## config.mk

```make
export PLATFORM = sky130hd
export DESIGN_NAME = commit_rename_freelist_flat
export DESIGN_NICKNAME = d
export VERILOG_FILES = /design/src/rtl/commit_rename_freelist_if.sv /design/src/rtl/commit_rename_freelist.sv /design/src/flat_wrapper.sv
export SDC_FILE = /design/constraint.sdc
export NUM_CORES = 2
export LEC_CHECK = 0
export ABC_CLOCK_PERIOD_IN_PS = 5750
export CAP_MARGIN = 10
export CORE_ASPECT_RATIO = 0.5
export CORE_UTILIZATION = 30
export DETAILED_ROUTE_END_ITERATION = 12
export PLACE_DENSITY = 0.52
export REMOVE_ABC_BUFFERS = 1
export SLEW_MARGIN = 20
export SYNTH_ARGS = -nofsm -noshare
export SYNTH_HDL_FRONTEND = slang
export SYNTH_SLANG_ARGS = --single-unit
```

## constraint.sdc

```tcl
create_clock -name clk -period 5.75 [get_ports clk]
set_input_delay 1.15 -clock clk [delete_from_list [all_inputs] [get_ports clk]]
set_output_delay 1.15 -clock clk [all_outputs]
set_load 0.01 [all_outputs]
```

## src/rtl/commit_rename_freelist_if.sv

```systemverilog
// Commit, allocation and committed-RAT lookup bundle for commit_rename_freelist.
// The design drives OUT_* through the slave modport; ROB/rename drive IN_* through master.
interface commit_rename_freelist_if #(
    parameter int WIDTH = 2
);
    logic [WIDTH-1:0]   IN_comValid;
    logic [WIDTH*5-1:0] IN_comNames;
    logic [WIDTH*6-1:0] IN_comTags;
    logic [WIDTH-1:0]   IN_allocReq;
    logic [WIDTH-1:0]   OUT_allocValid;
    logic [WIDTH*6-1:0] OUT_allocTags;
    logic               IN_flush;
    logic [4:0]         IN_rdName;
    logic [5:0]         OUT_rdTag;
    logic [6:0]         OUT_freeCount;

    modport master (
        output IN_comValid, IN_comNames, IN_comTags, IN_allocReq, IN_flush, IN_rdName,
        input  OUT_allocValid, OUT_allocTags, OUT_rdTag, OUT_freeCount
    );

    modport slave (
        input  IN_comValid, IN_comNames, IN_comTags, IN_allocReq, IN_flush, IN_rdName,
        output OUT_allocValid, OUT_allocTags, OUT_rdTag, OUT_freeCount
    );
endinterface

```

## src/rtl/commit_rename_freelist.sv

```systemverilog
// Committed RAT plus circular physical-tag free list with speculative allocation and flush rewind.
// Optional macro RAT_RD_BYPASS_EN forwards same-cycle commits onto OUT_rdTag.
module commit_rename_freelist #(
    parameter int WIDTH    = 2,
    parameter int NUM_TAGS = 64,
    parameter int NUM_REGS = 32
) (
    input logic clk,
    input logic rst,
    commit_rename_freelist_if.slave bus
);
    localparam int TAG_W     = $clog2(NUM_TAGS);
    localparam int NAME_W    = $clog2(NUM_REGS);
    localparam int PTR_W     = TAG_W + 1;
    localparam int INIT_FREE = NUM_TAGS - NUM_REGS;

    logic [TAG_W-1:0]  rat_com [NUM_REGS];
    logic [TAG_W-1:0]  fl [NUM_TAGS];
    logic [PTR_W-1:0]  wr_ptr, spec_rd_ptr, com_rd_ptr;
    logic [PTR_W-1:0]  free_count, grants, com_cnt;
    logic [TAG_W-1:0]  rd_idx;
    logic              blocked;

    logic [WIDTH-1:0]  com_eff;
    logic [NAME_W-1:0] com_name [WIDTH];
    logic [TAG_W-1:0]  com_tag  [WIDTH];
    logic [TAG_W-1:0]  old_tag  [WIDTH];
    logic [TAG_W-1:0]  push_idx [WIDTH];

    assign free_count        = wr_ptr - spec_rd_ptr;
    assign bus.OUT_freeCount = free_count;

    // Lower slots forward their new mapping so a repeated name frees the lower slot's tag.
    always_comb begin
        com_cnt = '0;
        for (int unsigned i = 0; i < WIDTH; i++) begin
            com_name[i] = bus.IN_comNames[i*NAME_W +: NAME_W];
            com_tag[i]  = bus.IN_comTags[i*TAG_W +: TAG_W];
            com_eff[i]  = bus.IN_comValid[i] && (com_name[i] != '0);
            old_tag[i]  = rat_com[com_name[i]];
            for (int unsigned j = 0; j < i; j++) begin
                if (com_eff[j] && (com_name[j] == com_name[i]))
                    old_tag[i] = com_tag[j];
            end
            push_idx[i] = TAG_W'(wr_ptr + com_cnt);
            if (com_eff[i])
                com_cnt = com_cnt + PTR_W'(1);
        end
    end

    always_comb begin
        grants             = '0;
        blocked            = 1'b0;
        rd_idx             = '0;
        bus.OUT_allocValid = '0;
        bus.OUT_allocTags  = '0;
        for (int unsigned i = 0; i < WIDTH; i++) begin
            if (bus.IN_allocReq[i] && !blocked) begin
                if (!bus.IN_flush && (grants < free_count)) begin
                    rd_idx                              = TAG_W'(spec_rd_ptr + grants);
                    bus.OUT_allocValid[i]               = 1'b1;
                    bus.OUT_allocTags[i*TAG_W +: TAG_W] = fl[rd_idx];
                    grants                              = grants + PTR_W'(1);
                end else begin
                    blocked = 1'b1;
                end
            end
        end
    end

    always_comb begin
        bus.OUT_rdTag = rat_com[bus.IN_rdName];
`ifdef RAT_RD_BYPASS_EN
        for (int unsigned i = 0; i < WIDTH; i++) begin
            if (com_eff[i] && (com_name[i] == bus.IN_rdName))
                bus.OUT_rdTag = com_tag[i];
        end
`endif
        if (bus.IN_rdName == '0)
            bus.OUT_rdTag = '0;
    end

    always_ff @(posedge clk) begin
        if (rst) begin
            for (int unsigned r = 0; r < NUM_REGS; r++)
                rat_com[r] <= TAG_W'(r);
            for (int unsigned i = 0; i < NUM_TAGS; i++)
                fl[i] <= (i < INIT_FREE) ? TAG_W'(NUM_REGS + i) : '0;
            wr_ptr      <= PTR_W'(INIT_FREE);
            spec_rd_ptr <= '0;
            com_rd_ptr  <= '0;
        end else begin
            // Later slots come later in the loop, so a repeated name keeps the highest slot's tag.
            for (int unsigned i = 0; i < WIDTH; i++) begin
                if (com_eff[i]) begin
                    fl[push_idx[i]]      <= old_tag[i];
                    rat_com[com_name[i]] <= com_tag[i];
                end
            end
            wr_ptr      <= wr_ptr + com_cnt;
            com_rd_ptr  <= com_rd_ptr + com_cnt;
            spec_rd_ptr <= bus.IN_flush ? (com_rd_ptr + com_cnt) : (spec_rd_ptr + grants);
        end
    end
endmodule

```

## src/flat_wrapper.sv

```systemverilog
// flat-port wrapper written by rule: the top's interface ports become plain ports
module commit_rename_freelist_flat 
#(
    parameter int WIDTH    = 2,
    parameter int NUM_TAGS = 64,
    parameter int NUM_REGS = 32
)
  (clk, rst, bus_IN_comValid, bus_IN_comNames, bus_IN_comTags, bus_IN_allocReq, bus_IN_flush, bus_IN_rdName, bus_OUT_allocValid, bus_OUT_allocTags, bus_OUT_rdTag, bus_OUT_freeCount);
  commit_rename_freelist_if #(.WIDTH(WIDTH)) bus_i ();
  input logic clk;
  input logic rst;
  input wire logic [$bits(bus_i.IN_comValid)-1:0] bus_IN_comValid;
  input wire logic [$bits(bus_i.IN_comNames)-1:0] bus_IN_comNames;
  input wire logic [$bits(bus_i.IN_comTags)-1:0] bus_IN_comTags;
  input wire logic [$bits(bus_i.IN_allocReq)-1:0] bus_IN_allocReq;
  input wire logic [$bits(bus_i.IN_flush)-1:0] bus_IN_flush;
  input wire logic [$bits(bus_i.IN_rdName)-1:0] bus_IN_rdName;
  output wire logic [$bits(bus_i.OUT_allocValid)-1:0] bus_OUT_allocValid;
  output wire logic [$bits(bus_i.OUT_allocTags)-1:0] bus_OUT_allocTags;
  output wire logic [$bits(bus_i.OUT_rdTag)-1:0] bus_OUT_rdTag;
  output wire logic [$bits(bus_i.OUT_freeCount)-1:0] bus_OUT_freeCount;
  assign bus_i.IN_comValid = bus_IN_comValid;
  assign bus_i.IN_comNames = bus_IN_comNames;
  assign bus_i.IN_comTags = bus_IN_comTags;
  assign bus_i.IN_allocReq = bus_IN_allocReq;
  assign bus_i.IN_flush = bus_IN_flush;
  assign bus_i.IN_rdName = bus_IN_rdName;
  assign bus_OUT_allocValid = bus_i.OUT_allocValid;
  assign bus_OUT_allocTags = bus_i.OUT_allocTags;
  assign bus_OUT_rdTag = bus_i.OUT_rdTag;
  assign bus_OUT_freeCount = bus_i.OUT_freeCount;
  commit_rename_freelist #(.WIDTH(WIDTH), .NUM_TAGS(NUM_TAGS), .NUM_REGS(NUM_REGS)) u_core (.clk(clk), .rst(rst), .bus(bus_i));
endmodule
```

==> results.md <==
* Status: complete, but fails checks
* Failing checks: setup timing
* Hold Path End: u_core.com_rd_ptr[6]
* Yosys warnings at 0
* Max Transition Viols Final at 0
* Worst-path fanout max at 7
* DR WL met2 at 68380 µm
* WHS Path Cells at 2
* Diodes inserted at 0
* Post-synthesis sequential area ratio at 46.78%
* P&R area growth vs syn at 15.31%
* Reg2Reg Depth at 26
* Initial antenna violation count at 1
* I/O Buffers at 60
* Setup violators final at 11
* Final #Nets at 3164
* First-pass GRT wire length at 216700 µm
* CP Launch Point: u_core.wr_ptr[0]
* Hold bufs inserted after CTS at 0
* Vias in the first global route at 29110
* DRT Wirelength at 153300 µm
* Cell accounting for the most synthesized area: edfxtp_1
* Synth async-reset ratio at 0%
* FP Rows at 91
* Multi-input logic area at 0.01892 mm²
* Setup crit end kind: output pin
* Number of H-tree levels at 2
* Most common cell in the netlist: edfxtp_1
* Fin. Hold Viols at 0
* Synth top area share at 45.67%
* Worst-margin pin slew at 1247 ps
* RSZ-0062 raised after global routing: true
* Ratio of cells with drive above 1 in the final layout at 25.00%
* CTS tree: yes
* Skew final at 38.39 ps
* Metal-1 WL at 58260 µm
* Routability congestion estimate at 0.9737
* Clk_lat worst skew at 680 ps
* Antenna-violating nets left at 0
* DRT Pass-1 Iters at 6
* Synthesized instance count at 3047
* Bufs on Longest Clock Path at 3
* Clock sink count at 597
* Ports at 61
* Final WS setup at -301.0 ps
* Filler-free cell count of the finished design at 4826
* Mean area per synthesized cell at 12.43 µm²
* Root buf cell: clkbuf_16
* #FFs+latches synth at 597
* Uppermost layer routed: met5
* Max Clk Rate at 0.1653 GHz
* Chip height at 253.3 µm
* DP Area at 0.04112 mm²
* Core area at 0.1242 mm²
* Slew HR at 16.89%
* Final Cell Area at 0.04367 mm²
* FF-to-FF End: u_core.spec_rd_ptr[6]
* Max cap viols at 0
* Setup WS pre-CTS at -444.9 ps
* Starting Density at 30.49%
* Top FF cell, synth: edfxtp_1
* Max VDD drop at 0.0002665 V
* Min Tclk post-route at 6051 ps
* Clock Pin Slew Worst Setup and Hold Paths at 60 ps
* Seq. cell area at 0.01773 mm²
* R2R Path Start: u_core.wr_ptr[0]
* R2R setup slack at 1260 ps
* CTS Buf Count at 60
* Dpl cells at 4684
* HPWL Detailed at 102900 µm
* Worst min-delay path class: reg2reg
* Vias/cell at 6.463
* Fill count at 12080
* Largest net degree at the start of global routing at 67
* DRC viols at 0
* Synth cell types at 76
* First DRT Iteration DRCs at 5006
* Worst Setup Start Kind: register
* Post-synth EDFFs at 576
* Tot Pwr at 12.74 mW
* Required @ worst endpoint at 4600 ps
* Total GRT Usage at 23.39%
* Die area at 0.1278 mm²
* Most frequent cells after synthesis: edfxtp_1 (576), mux4_2 (351), nor2_1 (310)
* WS Path Type: reg2out
* Die width at 504.5 µm
* Leakage at 13.43 nW
* Wire length per cell at 31.76 µm
* Final worst path period share at 105.2%
* Worst hold start: u_core.com_rd_ptr[6]
* Power Density at 291.8 mW/mm²
* GRT overflow at 0
* Area contributors post-synth: edfxtp_1 (46%), mux4_2 (21%), o22ai_1 (4.6%)
* Synthesized cell area at 0.03788 mm²
* Critical path arrival at 4900 ps
* Vias at 31190
* Metal3 WL at 19390 µm
==> placed cells by master (no fill, tap or decap), types with 11 or more instances in the layout <==
master,n
buf_6,12
xor2_1,13
a211oi_1,12
xnor2_1,18
or3_1,65
buf_4,202
a21oi_1,99
nand3_1,90
nor3_2,11
a22oi_1,162
mux4_2,351
clkinv_2,14
nand3b_1,13
clkdlybuf4s50_1,47
o211ai_1,16
nor2b_1,17
mux2i_1,45
buf_12,34
nand2_1,205
a31oi_1,11
o21ai_0,18
dfxtp_1,18
inv_1,26
nor2_1,310
nor3_1,88
edfxtp_1,576
ha_1,15
a22o_1,111
o22ai_1,277
clkbuf_16,60
==> report_power, final <==
part | switching [mW] | internal, mW
clock | 1.85 | 2.18
sequential | 0.154 | 4.95
combinational | 2.09 | 1.52
==> cell type report <==
type / instances / area share, %
Multi-Input combinational cell: 2115 / 43.32
Sequential cell: 597 / 40.59
Timing Repair Buffer: 305 / 6.681
Tap cell: 1674 / 4.796
Clock buffer: 68 / 3.507
Clock inverter: 38 / 0.8652
Inverter: 29 / 0.2492
==> metal layers <==
layer,vias up,GRT usage (%)
met3,362,5.516
li1,12610,-
met2,2416,36.30
met4,2,10.10
met1,15800,31.19
met5,-,0
==> registers in the layout (all words and copies together) (netlist names) <==
register	cells
u_core.rat_com	192
u_core.wr_ptr	7
u_core.spec_rd_ptr	7
u_core.com_rd_ptr	7
u_core.fl	384
==> worst max path at each step <==
stage	endpoint	slack (ps)
6_report	bus_OUT_allocTags[11]	-300
5_1_grt	bus_OUT_allocTags[11]	-490
4_1_cts	bus_OUT_allocTags[11]	-410
3_5_place_dp	bus_OUT_allocTags[9]	-440
3_3_place_gp	bus_OUT_allocTags[9]	-270
2_1_floorplan	bus_OUT_allocTags[11]	-7200
==> per-stage QoR <==
stage                     util (%)  setup TNS [ps]  hold slack, ps
after detailed placement     33.10           -1030           503.8
final                        35.16           -1587           514.8
after global routing         35.16           -3585           535.7
after global placement       33.10          -493.2           492.6
after CTS                    35.05           -2236           518.6
after floorplan                  -          -83700           473.0
==> worst max-delay path: stages (launching register included) <==
cell and delay, ps:
dfxtp_2 320, inv_2 70, ha_4 140, inv_2 30
fa_2 360, a211oi_2 240, o21bai_1 130, a21oi_2 200
xor2_2 190, a311oi_2 120, buf_4 190, ha_4 340
buf_6 140, buf_12 130, buf_8 120, mux4_2 510
mux4_2 490, o2111ai_2 170, a21oi_1 90, buf_4 220
==> timing repair <==
action	in CTS	in global routing
pin swaps	22	14
gates cloned	3	0
endpoints found under the setup margin	11	12
resized for setup	69	10
setup buffers	25	13
==> cells by family after synthesis <==
group	Yosys count	synth area share [%]
adder cells (fa/ha/maj)	22	0.8060
XOR/XNOR	34	0.7862
flip-flops	597	46.78
other	1	0.009901
buffers and inverters	340	4.099
multiplexers	403	22.25
AO/OA/AOI/OAI	786	14.66
AND/OR/NAND/NOR	864	10.61
Power figures use the tool's default switching activity.
